[config.mk]
export PLATFORM = sky130hd
export DESIGN_NAME = module_keypad_scan
export DESIGN_NICKNAME = d
export VERILOG_FILES = /design/src/rtl/module_keypad_scan.sv
export SDC_FILE = /design/constraint.sdc
export NUM_CORES = 1
export LEC_CHECK = 0
export ABC_AREA = 1
export CAP_MARGIN = 10
export CELL_PAD_IN_SITES_DETAIL_PLACEMENT = 1
export CELL_PAD_IN_SITES_GLOBAL_PLACEMENT = 2
export CORE_ASPECT_RATIO = 1.25
export CORE_MARGIN = 5
export CORE_UTILIZATION = 34
export CTS_CLUSTER_SIZE = 24
export DETAILED_ROUTE_END_ITERATION = 7
export PLACE_DENSITY_LB_ADDON = 0.12
export SYNTH_ARGS = -nofsm -noshare
export SYNTH_HDL_FRONTEND = slang
export SYNTH_SLANG_ARGS = --single-unit
[constraint.sdc]
create_clock -name clk -period 1.78 [get_ports clk]
set_input_delay 0.178 -clock clk [delete_from_list [all_inputs] [get_ports clk]]
set_output_delay 0.178 -clock clk [all_outputs]
set_load 0.02 [all_outputs]
[src/rtl/module_keypad_scan.sv]
// rtl/module_keypad_scan.sv - 4x4 matrix keypad scanner with debounce, one-cycle press pulse and key code
// Optional KEYPAD_SYNC_EN inserts a 2-flop synchroniser on the row inputs.
module module_keypad_scan #(
  parameter int SCAN_DIV        = 1000,
  parameter int DEBOUNCE_CYCLES = 100000
) (
  input  logic       clk,
  input  logic       reset,
  input  logic [3:0] row,
  output logic [3:0] col,
  output logic [3:0] key_code,
  output logic       press,
  output logic       busy
);

  localparam int DW = $clog2(SCAN_DIV);
  localparam int CW = $clog2(DEBOUNCE_CYCLES);
  localparam logic [DW-1:0] DWELL_LAST = DW'(SCAN_DIV - 1);
  localparam logic [CW-1:0] STAB_LAST  = CW'(DEBOUNCE_CYCLES - 1);

  typedef enum logic [1:0] {S_SCAN, S_DEBOUNCE, S_PRESSED, S_RELEASE} state_t;

  state_t        state;
  logic [DW-1:0] dwell;
  logic [CW-1:0] stab;
  logic [1:0]    col_idx;
  logic [3:0]    row_cap;
  logic [3:0]    rs;
  logic          single_low;

`ifdef KEYPAD_SYNC_EN
  logic [3:0] row_meta;
  logic [3:0] row_sync;

  always_ff @(posedge clk or negedge reset) begin
    if (!reset) begin
      row_meta <= 4'hF;
      row_sync <= 4'hF;
    end else begin
      row_meta <= row;
      row_sync <= row_meta;
    end
  end

  assign rs = row_sync;
`else
  assign rs = row;
`endif

  // Two or more rows low (ghosting / multi-key) never qualifies as a closure.
  assign single_low = (rs == 4'b1110) || (rs == 4'b1101) ||
                      (rs == 4'b1011) || (rs == 4'b0111);

  assign col  = ~(4'b0001 << col_idx);
  assign busy = (state != S_SCAN);

  function automatic logic [1:0] row_index(input logic [3:0] pat);
    case (pat)
      4'b1110: row_index = 2'd0;
      4'b1101: row_index = 2'd1;
      4'b1011: row_index = 2'd2;
      default: row_index = 2'd3;
    endcase
  endfunction

  function automatic logic [3:0] key_lookup(input logic [1:0] r, input logic [1:0] c);
    case ({r, c})
      4'h0:    key_lookup = 4'h1;
      4'h1:    key_lookup = 4'h2;
      4'h2:    key_lookup = 4'h3;
      4'h3:    key_lookup = 4'hA;
      4'h4:    key_lookup = 4'h4;
      4'h5:    key_lookup = 4'h5;
      4'h6:    key_lookup = 4'h6;
      4'h7:    key_lookup = 4'hB;
      4'h8:    key_lookup = 4'h7;
      4'h9:    key_lookup = 4'h8;
      4'hA:    key_lookup = 4'h9;
      4'hB:    key_lookup = 4'hC;
      4'hC:    key_lookup = 4'hE;
      4'hD:    key_lookup = 4'h0;
      4'hE:    key_lookup = 4'hF;
      default: key_lookup = 4'hD;
    endcase
  endfunction

  always_ff @(posedge clk or negedge reset) begin
    if (!reset) begin
      state    <= S_SCAN;
      dwell    <= '0;
      stab     <= '0;
      col_idx  <= 2'd0;
      row_cap  <= 4'hF;
      key_code <= 4'h0;
      press    <= 1'b0;
    end else begin
      press <= 1'b0;
      case (state)
        S_SCAN: begin
          if (dwell == DWELL_LAST) begin
            dwell <= '0;
            if (single_low) begin
              row_cap <= rs;
              stab    <= '0;
              state   <= S_DEBOUNCE;
            end else begin
              col_idx <= col_idx + 2'd1;
            end
          end else begin
            dwell <= dwell + DW'(1);
          end
        end
        S_DEBOUNCE: begin
          // A mismatch rescans the same column from a fresh dwell.
          if (rs != row_cap) begin
            state <= S_SCAN;
            dwell <= '0;
            stab  <= '0;
          end else if (stab == STAB_LAST) begin
            state <= S_PRESSED;
            stab  <= '0;
          end else begin
            stab <= stab + CW'(1);
          end
        end
        S_PRESSED: begin
          press    <= 1'b1;
          key_code <= key_lookup(row_index(row_cap), col_idx);
          stab     <= '0;
          state    <= S_RELEASE;
        end
        S_RELEASE: begin
          if (rs != 4'hF) begin
            stab <= '0;
          end else if (stab == STAB_LAST) begin
            state   <= S_SCAN;
            stab    <= '0;
            dwell   <= '0;
            col_idx <= col_idx + 2'd1;
          end else begin
            stab <= stab + CW'(1);
          end
        end
        default: state <= S_SCAN;
      endcase
    end
  end

endmodule

Word-level counts from Yosys, hierarchy flattened

Memory sizes are Yosys's and may differ from the RTL's. A register that Yosys moved wholly into a read port is not among the register bits.
Cells that the tools add are included.

Bits in registers: 36
Bits in read-only memories: 64
Input bits: 6
Output and inout bits: 10
Word-level logic and storage cells: 72
Memories: 1

Memories:

| name             | words | width | read ports | clocked after Yosys merged registers in | wr ports | line | RTL |
|---|---|---|---|---|---|---|---|
| (name not given) | 16    | 4     | 1          | 1                                       | 0        | 67   | `case ({r, c})` |

Add/subtract/negate cells: 3
Equality and inequality tests: 21
Shift-type cells: 1
Mux-type cells: 26
Bitwise logic cells: 1
Reductions and logical operators: 13

Operators by type and width:

| operator              | number |
|---|---|
| $mux 17               | 5 |
| $pmux 17 s4           | 1 |
| $mux 10               | 4 |
| $pmux 10 s3           | 1 |
| $eq 4x4->1 const B    | 6 |
| $mux 2                | 11 |
| $add 17x1->17 const B | 1 |
| $eq 17x17->1 const B  | 1 |
| $ne 2x2->1 const B    | 6 |
| $add 10x1->10 const B | 1 |
| $eq 10x10->1 const B  | 1 |
| $reduce_and 5->1      | 2 |
| $pmux 2 s4            | 1 |
| $pmux 2 s3            | 1 |
| $eq 2x2->1 const B    | 2 |
| $eq 4x3->1 const B    | 1 |
| $ne 4x4->1            | 1 |
| $ne 4x4->1 const B    | 1 |
| $not 4->4             | 1 |
| $pmux 2 s2            | 1 |
| $reduce_and 4->1      | 1 |
| $reduce_bool 2->1     | 2 |
| $shl 1x2->4 const A   | 1 |
| $logic_or 1x1->1      | 3 |
| other kinds (9)       | 9 |

Depth between registers and ports, before layout

Gate-level depths: netlist of run 1.

Depth in word-level cells: 7
Mapped depth: 11
Depth with buffers taken out: 11

Worst setup path before layout of run 1

Ideal clock, no wire load.

Path kind: reg-to-reg
From: register stab[1]
To: register dwell[5]
Library setup time: 0.118 ns
Arrival: 1.404 ns
Data required time: 1.662 ns
Setup slack: 0.258 ns
Cell stages (with the launch flop): 10
Path buffers: 1
Period minus slack after synthesis: 1.522 ns
Cells stage by stage: dfrtp_1 ha_1 nand3_1 nor2_1 nand3_1 nand2_2 nand3b_4 buf_6 nand2_2 o21ai_2

Word-level cells in the longest chain between the ends: 3

RTL lines:

| element                    | line | RTL |
|---|---|---|
| start: declaration         | 25   | `logic [CW-1:0] stab;` |
| start signal: assignment   | 123  | `stab <= stab + CW'(1);` |
| start signal: assignment   | 141  | `stab <= stab + CW'(1);` |
| $eq 17x17->1               | 135  | `end else if (stab == STAB_LAST) begin` |
| $ne 2x2->1 (no line)       | -    |  |
| $reduce_and 4->1 (no line) | -    |  |
| end signal: assignment     | 110  | `dwell <= dwell + DW'(1);` |
| end: declaration           | 24   | `logic [DW-1:0] dwell;` |

No other way between the ends.
A chain may end at the register's enable or synchronous reset.

Final worst setup path of run 1

From: register col_idx[0]
To: output col[0]

Word-level cells in the longest chain between the ends: 2

RTL lines:

| element                  | line | RTL |
|---|---|---|
| start: declaration       | 26   | `logic [1:0] col_idx;` |
| start signal: assignment | 107  | `col_idx <= col_idx + 2'd1;` |
| start signal: assignment | 139  | `col_idx <= col_idx + 2'd1;` |
| $shl 1x2->4              | 54   | `assign col = ~(4'b0001 << col_idx);` |
| $not 4->4                | 54   |  |
| end: declaration         | 10   | `output logic [3:0] col,` |

No other way between the ends.

==> metrics.csv, run 1 <==
stage;metric;value;unit
placed_design;place.gp.congestion;0.8216;
sta;fin_crit;1.644;ns
global_route;grt_pass1_vias;3027;
floorplan;fp.dieH;111.5;um
final_layout;final_util;0.4271;
logic_synthesis;yosys.area.top_type;dfrtp_1;
setup_path;crit_path_max_incr_delay;0.45;ns
sta;slew_headroom;0.6724;
final_layout;drive_gt1_frac;0.1706;
sta;rsz0062_at_grt;false;
logic_synthesis;synth-main-ff-cell;dfrtp_1;
logic_synthesis;ys_top_cells_by_area;dfrtp_1, nand2_1, inv_1;
sta;final-setup-viol-count;0;
global_route;grt_use_total;0.1695;
power_and_ir_drop;p_per_area;506.1;nW/um^2
floorplan;die-area;10160;sq um
global_route;grt_pass1_wl;14.37;mm
sta;fin_worst_skew;0.009251;ns
final_layout;seqCellArea;1008;sq um
detailed_routing;vias;2827;
logic_synthesis;ys_async_sr_fraction;1.000;
floorplan;core;8148;sq um
setup_path;slowest_stage;dfrtp_2;
logic_synthesis;synthesis.nets;425;
outcome;status;complete, no violations;
clock_network;cts_buffer_depth;2;
global_route;antenna_found_initial;0;
detailed_routing;finalWirelength;8.242;mm
job;maxCapViolCount;0;
logic_synthesis;yosysUniqueCellTypes;32;
detailed_routing;drc_errors;0;
floorplan;start_util;0.3437;
setup_path;crit_path_frequent_cell;inv_1;
final_layout;final_cell_mix;nand2_1, inv_1, nor2_1;
final_layout;multi_input_area;1607;sq um
detailed_routing;dr.pass1.iters;4;
floorplan;rows;37;
sta;timing.fmax;0.6083;GHz
power_and_ir_drop;totalPowerFinal;0.001761;W
clock_network;root_buffer;clkbuf_8;
placed_design;dpl.cell_count;545;
final_layout;final_cells;560;
logic_synthesis;syn_area_per_cell;6.813;sq um
power_and_ir_drop;ir_drop;0.2816;mV
sta;worst_slew_pin_slew;0.4881;ns
clock_network;clock_sinks;40;
floorplan;die_w;91.17;um
logic_synthesis;yosysWarnings;0;
sta;hold_viol_final;0;
setup_path;path_buf_inv;3;
floorplan;io-pin-count;16;
setup_path;required;1.60;ns
sta;fin_crit_sh;0.9236;
clock_network;htree_levels;2;
final_layout;diodes;0;
final_layout;nNetsFinal;476;
global_route;grt_max_degree;41;
logic_synthesis;synth_edf_count;0;
logic_synthesis;syn-instance-count;411;
logic_synthesis;ys_ff_latch;40;
logic_synthesis;synth_top_area_share;0.3217;
setup_path;path_class;register to output pin;
global_route;grt_overflow_total;0;
clock_network;cts_tree;yes;
setup_path;critPathTopFamily;buffers and inverters;
setup_path;cp-start-kind;register;
clock_network;clk_latency;0.31;ns
detailed_routing;final_antenna_net_count;0;
power_and_ir_drop;total_leakage_power;1.639;nW
final_layout;final.fill_count;1069;
sta;slew_viol_final;0;
setup_path;end_kind;output pin;
detailed_routing;wl_per_cell;14.72;um
logic_synthesis;syn_area;2800;sq um
final_layout;syn_to_final_growth;24.26;%
logic_synthesis;ys_seq_area_frac;0.3592;
setup_path;cp_max_fo;7;
setup_path;path_cells;inv_1 -> ha_1 -> inv_1 -> dlygate4sd2_1;
clock_network;path_clk_slew;0.08;ns
clock_network;cts_buffers;5;
placed_design;port_buffers;15;
final_layout;final_common_cell;nand2_1;
sta;hold_slack;0.3807;ns
detailed_routing;drt-vias-per-instance;5.048;
placed_design;dp_hpwl;6.288;mm
detailed_routing;drtIter0Drc;57;
worst_hold_path;hold_class;input port to async pin;
sta;fin_setup_tns;0;ns
setup_path;arrival;1.47;ns
[layer usage]
layer  GRT usage  wire, um  up-vias
met2      0.2960      4062       24
met4     0.04990       163        0
met3     0.02838       151       13
li1            -         -     1425
met5           0         0        -
met1      0.2129      3865     1365
[through the flow]
step	area (sq um)	worst slack, ns
2_1_floorplan	2800	0.2575
3_3_place_gp	3256	-0.1143
6_report	3480	0.1360
3_5_place_dp	3256	-0.1274
4_1_cts	3393	0.01983
5_1_grt	3480	0.007321
[synthesized netlist by cell type (3+ instances only)]
library cell / count
nand2_1: 128
inv_1: 54
nor2_1: 49
dfrtp_1: 36
nand3_1: 30
nand4_1: 21
o21ai_0: 15
nor3_1: 9
a21oi_1: 8
ha_1: 8
xor2_1: 8
nor2_2: 6
o21ai_2: 6
dfstp_2: 4
inv_2: 4
nand2_2: 3
o21ai_1: 3
[worst min-delay path: stages]
cell and delay [ns]:
dlygate4sd3_1 0.53, buf_2 0.12, buf_12 0.23
[path summary, 6_finish.rpt]
kind | slack [ns] | cells after the start | start | endpoint
setup / recovery | 0.14 | 4 | col_idx[0] | col[0]
hold / removal | 0.38 | 3 | reset | stab[11]
setup reg to reg | 0.14 | 10 | dwell[1] | stab[6]
hold reg to reg | 0.51 | 2 | row_cap[3] | row_cap[3]
max in group asynchronous | 1.12 | 3 | reset | row_cap[3]
min in group clk | 0.50 | 3 | row[2] | row_cap[2]
[repair_timing]
item | CTS | global route
endpoints found under the hold margin | 36 | 0
pin swaps | 0 | 1
hold buffers | 1 | 0
cloned | 0 | 1
buffers inserted | 0 | 5
gates resized for setup | 10 | 13
setup endpoints to repair | 7 | 29
[power breakdown]
| group | internal (W) | switching [W] | leakage [nW] |
|---|---|---|---|
| clock network | 0.000417 | 0.000347 | 0.0552 |
| logic | 0.0000340 | 0.0000539 | 1.09 |
| registers | 0.000909 | 0.000000470 | 0.495 |
[registers in the layout, summed over array words and instances, names as in the netlist, named ones only]
| register | count |
|---|---|
| stab | 17 |
| dwell | 10 |
| state | 1 |
| row_cap | 4 |
| press | 1 |
| key_code | 4 |
| col_idx | 2 |
[cell families (layout without fill, tap and decap cells)]
family | Yosys count | count (layout) | synth area share
simple gates | 250 | 251 | 0.3946
buf+inv | 63 | 114 | 0.09025
compound gates | 42 | 42 | 0.09517
flops | 40 | 40 | 0.3592
fa+ha+maj | 8 | 8 | 0.03575
xor+xnor | 8 | 8 | 0.02502
[area by class of cell]
cell class              count  share of cell area
well taps                  97             0.03488
repair buffers             47              0.1190
clock inverters             2             0.01007
clock buffers               6             0.02086
inverters                  59             0.06365
flip-flops and latches     40              0.2898
multi-input cells         309              0.4617
Power figures use the tool's default switching activity.
==> run 2, diff against run 1 <==
GPL_ROUTABILITY_DRIVEN = 0   (was default)
==> results of run 2 <==
The final DEF is identical to that of run 1; final timing and power are the same.
==> run 3, diff against run 2 <==
CORE_UTILIZATION = 36   (was 34)
MAX_ROUTING_LAYER = met4   (was default)
clock period = 2.1 ns   (was 1.78 ns; I/O delays follow)
==> run 3 against run 2 <==
- sequential share of layout area increased by 2.2 points
- worst setup slack improved by 0.0015 ns
- power shrank 16%
- critical path type unchanged
- highest routed layer unchanged
==> metrics.csv, run 3 (same netlist as run 1, synthesis figures left out) <==
stage;metric;value;unit
floorplan;rows;36;
placed_design;post-place-ws;0.1661;ns
sta;layout_setup_ws;0.1375;ns
floorplan;die_w;88.89;um
clock_network;clock_sinks;40;
detailed_routing;dr.pass1.iters;4;
global_route;antenna_found_initial;0;
clock_network;cts_tree;yes;
setup_path;r2r-start;stab[1];
setup_path;r2r_slack;0.24;ns
sta;hold_viol_final;0;
final_layout;final_area;3234;sq um
floorplan;die-area;9653;sq um
placed_design;place_area;3115;sq um
sta;timing.fmax;0.5096;GHz
sta;rsz0062_at_grt;false;
detailed_routing;wl_per_cell;14.82;um
setup_path;cp_max_fo;7;
clock_network;htree_levels;2;
detailed_routing;drc_errors;0;
setup_path;reg2regPathDepth;9;
final_layout;final_cells;537;
setup_path;path_class;register to output pin;
final_layout;diodes;0;
final_layout;nNetsFinal;455;
final_layout;largest-register;stab;
power_and_ir_drop;ir_drop;0.2984;mV
sta;fin_crit_sh;0.9345;
clock_network;path_clk_slew;0.09;ns
clock_network;root_buffer;clkbuf_8;
final_layout;largestRegisters;stab (17), dwell (10);
floorplan;start_util;0.3635;
global_route;grt_overflow_total;0;
sta;final-setup-viol-count;0;
global_route;grtUsageMet2;0.3206;
clock_network;cts_buffer_depth;2;
global_route;grt_max_degree;41;
sta;fin_crit;1.962;ns
detailed_routing;final_antenna_net_count;0;
sta;slew_viol_final;0;
detailed_routing;drt-vias-per-instance;5.026;
sta;worst_slew_pin_slew;0.5501;ns
global_route;grt_use_met3;0.02591;
floorplan;core;7702;sq um
floorplan;io-pin-count;16;
setup_path;end_kind;output pin;
global_route;grt_pass1_vias;2926;
job;maxCapViolCount;0;
setup_path;setup.worst_path.start;col_idx[0];
final_layout;final_common_cell;nand2_1;
sta;fin_setup_tns;0;ns
final_layout;largest_register_ffs;17;
final_layout;syn_to_final_growth;15.50;%
floorplan;fp.dieH;108.6;um
placed_design;port_buffers;15;
global_route;grt_use_total;0.1908;
setup_path;required;1.89;ns
power_and_ir_drop;total_leakage_power;1.491;nW
placed_design;dp_hpwl;6.167;mm
final_layout;drive_gt1_frac;0.1086;
global_route;grt_pass1_wl;13.87;mm
detailed_routing;vias;2699;
clock_network;post_cts_buffers;0;
detailed_routing;finalWirelength;7.958;mm
final_layout;final_cell_mix;nand2_1, inv_1, nor2_1;
outcome;status;complete, no violations;
detailed_routing;drtIter0Drc;108;
sta;fin_worst_skew;0.01141;ns
clock_network;clk_latency;0.31;ns
sta;slew_headroom;0.6333;
clock_network;cts_buffers;5;
setup_path;arrival;1.75;ns
placed_design;dpl.cell_count;528;
worst_hold_path;hold_class;input port to async pin;
final_layout;final.fill_count;1008;
setup_path;cp-start-kind;register;
global_route;grt_busiest_layer;met2;
global_route;gr-usage-met1;0.2358;
power_and_ir_drop;p_per_area;459.6;nW/um^2
setup_path;r2r_end;stab[12];
run 3: where the power goes:
group          internal, W  leakage, nW  switching [W]  total [W]
clock             0.000353       0.0552       0.000303   0.000656
combinational    0.0000187        0.941      0.0000409  0.0000596
sequential        0.000770        0.495    0.000000454   0.000771
run 3: worst max path at each step:
| stage | to | cells after the start |
|---|---|---|
| after floorplan | dwell[5] | 9 |
| after global placement | register | 10 |
| after detailed placement | register | 10 |
| after CTS | col[0] | 4 |
| after global routing | col[0] | 4 |
| final | col[0] | 4 |
run 3: worst max-delay path, cell delays in order, from the launching register on:
cell	delay (ns)
dfrtp_2	0.45
inv_1	0.12
ha_1	0.23
inv_1	0.06
clkdlybuf4s50_1	0.60
run 3: timing repair:
item,CTS,global route
hold buffers,1,0
setup endpoints to repair,0,2
endpoints found under the hold margin,27,0
gates resized for setup,0,1
run 3: area by class of cell:
| class | count | area [sq um] | area share |
|---|---|---|---|
| clock buffer | 6 | 72.57 | 0.02244 |
| clock inverter | 2 | 35.03 | 0.01083 |
| inverter | 59 | 221.5 | 0.06847 |
| multi-input combinational | 308 | 1541 | 0.4766 |
| sequential | 40 | 1007 | 0.3114 |
| tap | 95 | 118.9 | 0.03675 |
| timing repair buffer | 27 | 237.7 | 0.07350 |
run 3: stage by stage:
step,hold slack (ns),power (W),utilization
2_1_floorplan,-0.08559,0.0008089,-
3_3_place_gp,0.3241,0.0008456,0.4045
3_5_place_dp,0.3259,0.0008462,0.4045
4_1_cts,0.5291,0.001511,0.4198
5_1_grt,0.5550,0.001556,0.4199
6_report,0.5017,0.001486,0.4199
run 3: metal layers:
layer / share of wire / wire length (um)
met3: 0.019 / 153
met5: 0 / 0
met1: 0.47 / 3701
met2: 0.50 / 3968
met4: 0.017 / 134
